$ cat config.mk
export PLATFORM = sky130hd
export DESIGN_NAME = adc_serial_capture_flat
export DESIGN_NICKNAME = d
export VERILOG_FILES = /design/src/rtl/adc_serial_capture_if.sv /design/src/rtl/adc_serial_capture.sv /design/src/flat_wrapper.sv
export SDC_FILE = /design/constraint.sdc
export NUM_CORES = 1
export LEC_CHECK = 0
export ABC_CLOCK_PERIOD_IN_PS = 2029
export CAP_MARGIN = 20
export CORE_MARGIN = 1
export CORE_UTILIZATION = 44
export CTS_BUF_LIST = sky130_fd_sc_hd__clkbuf_8
export DETAILED_ROUTE_END_ITERATION = 8
export PLACE_DENSITY_LB_ADDON = 0.3
export SYNTH_ARGS = -nofsm -noshare
export SYNTH_HDL_FRONTEND = slang
export SYNTH_SLANG_ARGS = --single-unit
export TNS_END_PERCENT = 10
$ cat constraint.sdc
create_clock -name ADC_I_clk -period 2.03 [get_ports ADC_I_clk]
set_input_delay 0.406 -clock ADC_I_clk [delete_from_list [all_inputs] [get_ports ADC_I_clk]]
set_output_delay 0.406 -clock ADC_I_clk [all_outputs]
set_load 0.03 [all_outputs]
$ cat src/rtl/adc_serial_capture_if.sv
// Purpose: groups the run control, ADC serial pins and sample output of one capture channel.
// Latency: none, wiring only.
// Backpressure: none; the sample strobe is a fire-and-forget pulse.
interface adc_serial_capture_if #(
  parameter int DATA_W = 16
);
  logic              I_enable;
  logic              ADC_O_cnv;
  logic              ADC_O_sck;
  logic              ADC_I_sdo;
  logic [DATA_W-1:0] ADC_O_data;
  logic              ADC_O_dataValid;
  logic              O_busy;
  logic              O_overrun;

  // Capture block side: drives the ADC pins and the sample output
  modport master (
    input  I_enable,
    input  ADC_I_sdo,
    output ADC_O_cnv,
    output ADC_O_sck,
    output ADC_O_data,
    output ADC_O_dataValid,
    output O_busy,
    output O_overrun
  );

  // Environment side: run control, ADC data pin, and the sample consumer
  modport slave (
    output I_enable,
    output ADC_I_sdo,
    input  ADC_O_cnv,
    input  ADC_O_sck,
    input  ADC_O_data,
    input  ADC_O_dataValid,
    input  O_busy,
    input  O_overrun
  );
endinterface

$ cat src/rtl/adc_serial_capture.sv
// Purpose: periodic SAR ADC sequencer (CNV pulse, SCK burst) deserialising one DATA_W-bit sample per tick.
// Latency: dataValid at tick + CONV_CYCLES + 2*CLK_DIV*DATA_W + 1 cycles.
// Backpressure: none; a tick that arrives while a sample is in flight is dropped and flagged as overrun.
module adc_serial_capture #(
  parameter int DATA_W        = 16,
  parameter int CLK_DIV       = 2,
  parameter int CONV_CYCLES   = 100,
  parameter int SAMPLE_PERIOD = 500
) (
  input logic                  ADC_I_clk,
  input logic                  I_rst,
  adc_serial_capture_if.master bus
);

  localparam int TICK_W = $clog2(SAMPLE_PERIOD);
  localparam int CONV_W = $clog2(CONV_CYCLES + 1);
  localparam int DIV_W  = $clog2(CLK_DIV + 1);
  localparam int BIT_W  = $clog2(DATA_W + 1);

  localparam logic [TICK_W-1:0] TICK_LAST = TICK_W'(SAMPLE_PERIOD - 1);
  localparam logic [CONV_W-1:0] CONV_LAST = CONV_W'(CONV_CYCLES - 1);
  localparam logic [DIV_W-1:0]  DIV_LAST  = DIV_W'(CLK_DIV - 1);
  localparam logic [BIT_W-1:0]  BIT_LAST  = BIT_W'(DATA_W - 1);

  typedef enum logic [1:0] {
    S_IDLE,
    S_CONV,
    S_READ,
    S_DONE
  } state_t;

  state_t              r_state;
  logic                r_en_q;
  logic [TICK_W-1:0]   r_tick_cnt;
  logic [CONV_W-1:0]   r_conv_cnt;
  logic [DIV_W-1:0]    r_div_cnt;
  logic [BIT_W-1:0]    r_bit_cnt;
  logic [DATA_W-1:0]   r_shift;
  logic [DATA_W-1:0]   r_data;
  logic                r_cnv;
  logic                r_sck;
  logic                r_valid;
  logic                r_busy;
  logic                r_overrun;

  logic                w_run;
  logic                w_tick;
  logic [DATA_W-1:0]   w_shift_nxt;

  // The counter only runs once enable has been high for a full cycle, so the
  // first tick lands SAMPLE_PERIOD cycles after enable rises.
  assign w_run       = bus.I_enable & r_en_q;
  assign w_tick      = w_run & (r_tick_cnt == TICK_LAST);
  assign w_shift_nxt = {r_shift[DATA_W-2:0], bus.ADC_I_sdo};

  // Sample-rate tick counter: wraps at SAMPLE_PERIOD-1, held at zero while disabled
  always_ff @(posedge ADC_I_clk or posedge I_rst) begin
    if (I_rst) begin
      r_en_q     <= 1'b0;
      r_tick_cnt <= '0;
    end else begin
      r_en_q <= bus.I_enable;
      if (!w_run || w_tick) begin
        r_tick_cnt <= '0;
      end else begin
        r_tick_cnt <= r_tick_cnt + TICK_W'(1);
      end
    end
  end

  // Sample sequencer: CNV pulse, SCK burst with MSB-first capture, output strobe, overrun flag
  always_ff @(posedge ADC_I_clk or posedge I_rst) begin
    if (I_rst) begin
      r_state    <= S_IDLE;
      r_conv_cnt <= '0;
      r_div_cnt  <= '0;
      r_bit_cnt  <= '0;
      r_shift    <= '0;
      r_data     <= '0;
      r_cnv      <= 1'b0;
      r_sck      <= 1'b0;
      r_valid    <= 1'b0;
      r_busy     <= 1'b0;
      r_overrun  <= 1'b0;
    end else begin
      r_valid <= 1'b0;

      // Sticky until the channel is disabled; a busy-time tick never disturbs the sample
      if (!bus.I_enable) begin
        r_overrun <= 1'b0;
      end else if (w_tick && (r_state != S_IDLE)) begin
        r_overrun <= 1'b1;
      end

      case (r_state)
        S_IDLE: begin
          if (w_tick) begin
            r_state    <= S_CONV;
            r_cnv      <= 1'b1;
            r_busy     <= 1'b1;
            r_conv_cnt <= '0;
          end
        end

        S_CONV: begin
          if (r_conv_cnt == CONV_LAST) begin
            r_state   <= S_READ;
            r_cnv     <= 1'b0;
            r_sck     <= 1'b0;
            r_div_cnt <= '0;
            r_bit_cnt <= '0;
          end else begin
            r_conv_cnt <= r_conv_cnt + CONV_W'(1);
          end
        end

        S_READ: begin
          if (r_div_cnt == DIV_LAST) begin
            r_div_cnt <= '0;
            if (r_sck) begin
              // End of the high half: capture SDO as SCK is pulled back low
              r_sck   <= 1'b0;
              r_shift <= w_shift_nxt;
              if (r_bit_cnt == BIT_LAST) begin
                r_state <= S_DONE;
                r_data  <= w_shift_nxt;
                r_valid <= 1'b1;
              end else begin
                r_bit_cnt <= r_bit_cnt + BIT_W'(1);
              end
            end else begin
              r_sck <= 1'b1;
            end
          end else begin
            r_div_cnt <= r_div_cnt + DIV_W'(1);
          end
        end

        S_DONE: begin
          r_state <= S_IDLE;
          r_busy  <= 1'b0;
        end

        default: begin
          r_state <= S_IDLE;
          r_busy  <= 1'b0;
          r_cnv   <= 1'b0;
          r_sck   <= 1'b0;
        end
      endcase
    end
  end

  assign bus.ADC_O_cnv       = r_cnv;
  assign bus.ADC_O_sck       = r_sck;
  assign bus.ADC_O_data      = r_data;
  assign bus.ADC_O_dataValid = r_valid;
  assign bus.O_busy          = r_busy;
  assign bus.O_overrun       = r_overrun;

endmodule
$ cat src/flat_wrapper.sv
// flat-port wrapper written by rule: the top's interface ports become plain ports
module adc_serial_capture_flat 
#(
  parameter int DATA_W        = 16,
  parameter int CLK_DIV       = 2,
  parameter int CONV_CYCLES   = 100,
  parameter int SAMPLE_PERIOD = 500
)
  (ADC_I_clk, I_rst, bus_I_enable, bus_ADC_I_sdo, bus_ADC_O_cnv, bus_ADC_O_sck, bus_ADC_O_data, bus_ADC_O_dataValid, bus_O_busy, bus_O_overrun);
  adc_serial_capture_if #(.DATA_W(DATA_W)) bus_i ();
  input logic ADC_I_clk;
  input logic I_rst;
  input wire logic [$bits(bus_i.I_enable)-1:0] bus_I_enable;
  input wire logic [$bits(bus_i.ADC_I_sdo)-1:0] bus_ADC_I_sdo;
  output wire logic [$bits(bus_i.ADC_O_cnv)-1:0] bus_ADC_O_cnv;
  output wire logic [$bits(bus_i.ADC_O_sck)-1:0] bus_ADC_O_sck;
  output wire logic [$bits(bus_i.ADC_O_data)-1:0] bus_ADC_O_data;
  output wire logic [$bits(bus_i.ADC_O_dataValid)-1:0] bus_ADC_O_dataValid;
  output wire logic [$bits(bus_i.O_busy)-1:0] bus_O_busy;
  output wire logic [$bits(bus_i.O_overrun)-1:0] bus_O_overrun;
  assign bus_i.I_enable = bus_I_enable;
  assign bus_i.ADC_I_sdo = bus_ADC_I_sdo;
  assign bus_ADC_O_cnv = bus_i.ADC_O_cnv;
  assign bus_ADC_O_sck = bus_i.ADC_O_sck;
  assign bus_ADC_O_data = bus_i.ADC_O_data;
  assign bus_ADC_O_dataValid = bus_i.ADC_O_dataValid;
  assign bus_O_busy = bus_i.O_busy;
  assign bus_O_overrun = bus_i.O_overrun;
  adc_serial_capture #(.DATA_W(DATA_W), .CLK_DIV(CLK_DIV), .CONV_CYCLES(CONV_CYCLES), .SAMPLE_PERIOD(SAMPLE_PERIOD)) u_core (.ADC_I_clk(ADC_I_clk), .I_rst(I_rst), .bus(bus_i));
endmodule
After elaboration in Yosys (flattened, before gate mapping)
Cells that the tools add are included.
{"block": "totals", "wordCells": 82, "out_inout_bits": 21, "input_bits": 4, "reg_bits": 62}
{"block": "op_classes", "reduce_logical": 17, "mux": 31, "addsub": 4, "n_eq_ne": 15, "bitwise_logic": 2}
{"operator": "5-bit two-way mux", "count": 4}
{"operator": "2-bit two-way mux", "count": 7}
{"operator": "7-bit two-way mux", "count": 2}
{"operator": "7-bit case mux with 2 select lines", "count": 1}
{"operator": "2-bit by 1-bit != test with 1-bit output, second input constant", "count": 6}
{"operator": "3-bit AND reduction", "count": 4}
{"operator": "1-bit two-way mux", "count": 10}
{"operator": "5-bit case mux with 2 select lines", "count": 1}
{"operator": "5-bit AND reduction", "count": 2}
{"operator": "9-bit by 1-bit adder with 9-bit output, second input constant", "count": 1}
{"operator": "9-bit == test, second input constant", "count": 1}
{"operator": "9-bit two-way mux", "count": 1}
{"operator": "2-bit case mux with 4 select lines", "count": 1}
{"operator": "2-bit nonzero test", "count": 4}
{"operator": "7-bit by 1-bit adder with 7-bit output, second input constant", "count": 1}
{"operator": "7-bit == test, second input constant", "count": 1}
{"operator": "1-bit case mux with 2 select lines", "count": 3}
{"operator": "5-bit by 1-bit adder with 5-bit output, second input constant", "count": 1}
{"operator": "5-bit by 4-bit == test with 1-bit output, second input constant", "count": 1}
{"operator": "2-bit by 1-bit == test with 1-bit output, second input constant", "count": 2}
{"operator": "2-bit == test, second input constant", "count": 2}
{"operator": "2-bit != test, second input constant", "count": 2}
{"operator": "2-bit case mux with 2 select lines", "count": 1}
{"operator": "2-bit AND reduction", "count": 2}
{"operator": "7 further kinds", "count": 8}

Depth between registers and ports, before layout
{"block": "depth", "depth_word": 5, "mapped_depth": 7, "depth_no_buf": 6}

Worst setup path before layout
Ideal clock, no wire load.
{"block": "synth_timing", "path_type": "register -> register", "from": "reg u_core.r_bit_cnt[0]", "to": "reg u_core.r_bit_cnt[0]", "period_less_slack_ns": 1.895, "arrival_ns": 1.770, "setup_slack_ns": 0.135, "setup_ns": 0.125, "n_path_buf": 0, "stages_incl_launch_ff": 7, "path_cell_list": "dfrtp_1 -> ha_1 -> and3_1 -> ha_1 -> o21ai_0 -> nand3_1 -> mux2_2"}
{"block": "synth_between", "elab_chain_cells": 5}
{"item": "start: declaration", "line": "adc_serial_capture.sv:37", "text": "logic [BIT_W-1:0] r_bit_cnt;"}
{"item": "start signal: assignment", "line": "adc_serial_capture.sv:129", "text": "r_bit_cnt <= r_bit_cnt + BIT_W'(1);"}
{"item": "5-bit by 1-bit adder with 5-bit output", "line": "adc_serial_capture.sv:129"}
{"item": "5-bit two-way mux", "line": "adc_serial_capture.sv:124", "text": "if (r_bit_cnt == BIT_LAST) begin"}
{"item": "5-bit two-way mux", "line": "adc_serial_capture.sv:120", "text": "if (r_sck) begin"}
{"item": "5-bit two-way mux", "line": "adc_serial_capture.sv:118", "text": "if (r_div_cnt == DIV_LAST) begin"}
{"item": "5-bit case mux with 2 select lines", "line": "adc_serial_capture.sv:95", "text": "case (r_state)"}
Several ways; a longest one is shown, not always the timed one. The select of a mux whose other input is x is not followed.
A chain may end at the register's enable or synchronous reset.

Final worst setup path
{"block": "layout_timing", "from": "reg u_core.r_sck (netlist: u_core.bus.ADC_O_sck)", "to": "out bus_ADC_O_sck"}
{"item": "start: declaration", "line": "adc_serial_capture.sv:41", "text": "logic r_sck;"}
{"item": "start signal: assignment", "line": "adc_serial_capture.sv:81", "text": "r_sck <= 1'b0;"}
{"item": "start signal: assignment", "line": "adc_serial_capture.sv:109", "text": "r_sck <= 1'b0;"}
{"item": "start signal: assignment", "line": "adc_serial_capture.sv:122", "text": "r_sck <= 1'b0;"}
{"item": "end: declaration", "line": "flat_wrapper.sv:16", "text": "output wire logic [$bits(bus_i.ADC_O_sck)-1:0] bus_ADC_O_sck;"}
No word-level cell between the ends.

==> reports/results.txt <==
Status - complete, no violations
Total placed cells including tap cells - 326
Async S/R FF share, synth - 1.000
Num CTS Buffers - 9
Core ar. - 5991 sq um
Critical Path AT - 1540 ps
Antenna-violating nets left - 0
Comb pwr share - 0.025
Clock transition at path regs - 80 ps
Fin crit period - 1946 ps
Synth Cell Area - 2770 sq um
DR vias/cell - 5.386
Drt wl/cell - 14.33 um
Static Leakage - 0.001578 uW
Worst-path fanout max - 8
Crit path capture type - primary output
CP cell instances - clkdlybuf4s50_1
Final period utilization - 0.9587
Share of layout cells above drive strength 1 - 0.2547
Vias in the first global route - 1,874
WP buf/inv - 1
Die H - 81.35 um
Clk_lat worst skew - 340 ps
Startpoint Class - register
WL met3 - 189 um
Post-CTS Hold Fix Bufs - 0
Chip Width - 81.35 um
Overall Global Routing Usage - 0.1772
Gr ovfl total - 0
HPWL after DPL - 3159 um
Setup WS pre-CTS - 8.516 ps
Number of hold violations in the final report - 0
Antenna diodes - 0
# setup viols final - 0
Sw Ratio - 0.2342
Initial antenna violation count - 0
Pwr Density - 714.4 nW/um^2
Placed Area - 3186 sq um
Kind of critical path - reg -> out
Worst path slowest cell - clkdlybuf4s50_1
Initial Util - 0.4624
Top FF cell, synth - dfrtp_1
Max-cap viol count - 0
Max-slew headroom - 0.5769
Ports - 25
Internal power - 1857 uW
Gate Count Post-Synth - 222
RSZ-0062 raised after global routing - false
WL met2 - 2327 um
Initial DRC Count - 76
Avg Inst Size Synth - 12.48 sq um
H-tree levels - 3
First-pass GRT wire length - 8783 um
Post-Route M1 WL - 2326 um
Total clock sinks - 62
Port Buf Inserts - 24
Ys Warns - 0
Largest delay share family, worst path - buffers and inverters
P_sw - 567.9 uW
Most common cell after layout, fill and taps aside - dfrtp_1
Cell variety after synth - 42
Yosys top cell by area - dfrtp_1
Post-route worst setup slack - 83.81 ps
DRC errors left - 0
Reg power frac - 0.521
Top post-synthesis cells by area - dfrtp_1 (56%), mux2_2 (13%), ha_1 (3.6%)
Finished Cell Area - 3395 sq um
Share of the yosys chip area belonging to registers - 0.5601
Fillers - 511
Final Instance Count excl. Fillers - 342
Routability cong. - 0.8115
Final Skew - 9.627 ps
Largest net degree at the start of global routing - 63
Syn nets - 234
Routed vias - 1,842
Nets - 274
P&R area growth vs syn - 22.54%
Peak VDD IR - 0.4389 mV
Clock root buffer - clkbuf_8
WL final - 4902 um
Yosys reg bits - 62
Final Max Tran Viols - 0
Worst hold path type - in -> async
Worst Max-Slew Pin Slew - 633.3 ps
Row Count - 28
DIE AREA - 6617 sq um
Post-CTS Setup Bufs - 0
Clock Tree Buf Depth - 2
Slowest cell delay on critical path - 720 ps
FMAX - 513.8 MHz
Most frequent cells in the layout - dfrtp_1 (62), mux2_2 (33), clkdlybuf4s50_1 (24)
CTS tree - done
Final setup TNS - 0 ps
Highest routed layer - met4
Clock share of power - 0.454
WP data required - 1620 ps
Synth top area share - 0.5601
DRT Pass-1 Iters - 4
Utilization after layout - 0.5666
Number of synthesized flops with an enable pin - 0
==> per-layer routing <==
layer | vias to the layer above | GRT usage
met5 | - | 0
met4 | 0 | 0.08571
met3 | 6 | 0.04270
met2 | 31 | 0.2658
met1 | 922 | 0.2392
li1 | 883 | -
==> kinds of logic (layout without fill, tap and decap cells) <==
family / count (synthesis) / count (layout) / share of synthesized area
buf+inv: 16 / 61 / 0.02303
fa+ha+maj: 8 / 8 / 0.03614
mux: 37 / 37 / 0.1486
compound gates: 36 / 36 / 0.09124
simple gates: 56 / 56 / 0.1188
flops: 62 / 62 / 0.5601
xor+xnor: 7 / 7 / 0.02213
==> cells in the mapped netlist, drive strengths merged (2+ instances only) <==
cell type / instances
o211ai: 2
nand3: 11
clkbuf: 3
nand3b: 3
nor3: 4
a31oi: 3
a22o: 3
nand4: 3
and3: 7
nor2: 13
inv: 10
a21oi: 4
mux2: 33
o21ai: 9
o31ai: 2
nand2: 8
or3: 2
buf: 3
xor2: 3
xnor2: 4
ha: 8
mux2i: 4
dfrtp: 62
a31o: 2
==> registers in the layout (all words and copies together), names as in the netlist <==
signal and cells:
u_core.r_div_cnt 2, u_core.bus.ADC_O_dataValid 1, u_core.bus.ADC_O_data 16, u_core.r_shift 15, u_core.bus.ADC_O_cnv 1, u_core.r_bit_cnt 5, u_core.r_en_q 1, u_core.r_tick_cnt 9
u_core.r_conv_cnt 7, u_core.bus.ADC_O_sck 1, u_core.r_state 2, u_core.bus.O_overrun 1, u_core.bus.O_busy 1
==> power by group through the flow <==
stage / sequential (uW) / combinational, uW / clock (uW)
floorplan: 1290 / 36.5 / 0
CTS: 1260 / 64.1 / 1140
detailed placement: 1290 / 63.6 / 0
global route: 1270 / 71.8 / 1200
finish: 1260 / 60.8 / 1100
global placement: 1290 / 62.8 / 0
==> area by class of cell <==
class,count,area [sq um],share of cell area
inverters,10,37.54,0.01106
flip-flops and latches,62,1551,0.4571
clock inverters,7,80.08,0.02359
multi-input cells,144,1160,0.3417
clock buffers,9,123.9,0.03649
repair buffers,35,347.8,0.1025
well taps,75,93.84,0.02764
==> timing repair <==
item | 4_1_cts | 5_1_grt
endpoints found under the hold margin | 0 | 0
resized for setup | 0 | 2
endpoints found under the setup margin | 0 | 5
==> worst paths after layout <==
check / from / to / slack, ps / depth (start not counted)
worst max register to register: u_core.r_tick_cnt[0]$_DFF_PP0_ / u_core.r_state[1]$_DFFE_PP0P_ / 190 / 5
max in group asynchronous: I_rst / u_core.bus.ADC_O_data[10]$_DFFE_PP0P_ / 1330 / 3
min in group ADC_I_clk: u_core.r_tick_cnt[0]$_DFF_PP0_ / u_core.r_tick_cnt[0]$_DFF_PP0_ / 450 / 1
worst min-delay path: I_rst / u_core.bus.ADC_O_data[4]$_DFFE_PP0P_ / 440 / 3
worst min register to register: u_core.r_tick_cnt[0]$_DFF_PP0_ / u_core.r_tick_cnt[0]$_DFF_PP0_ / 450 / 1
worst max-delay path: u_core.bus.ADC_O_sck$_DFFE_PP0P_ / bus_ADC_O_sck / 80 / 1
==> through the flow <==
step	power [uW]	hold WS [ps]
CTS	2465	448.4
finish	2425	441.3
global placement	1349	441.8
floorplan	1322	425.1
detailed placement	1351	448.0
global route	2535	496.1
==> worst min-delay path: stages <==
cell	delay, ps
clkdlybuf4s50_1	410
inv_2	70
buf_12	290
No activity file was read; power rests on OpenSTA's default activity.
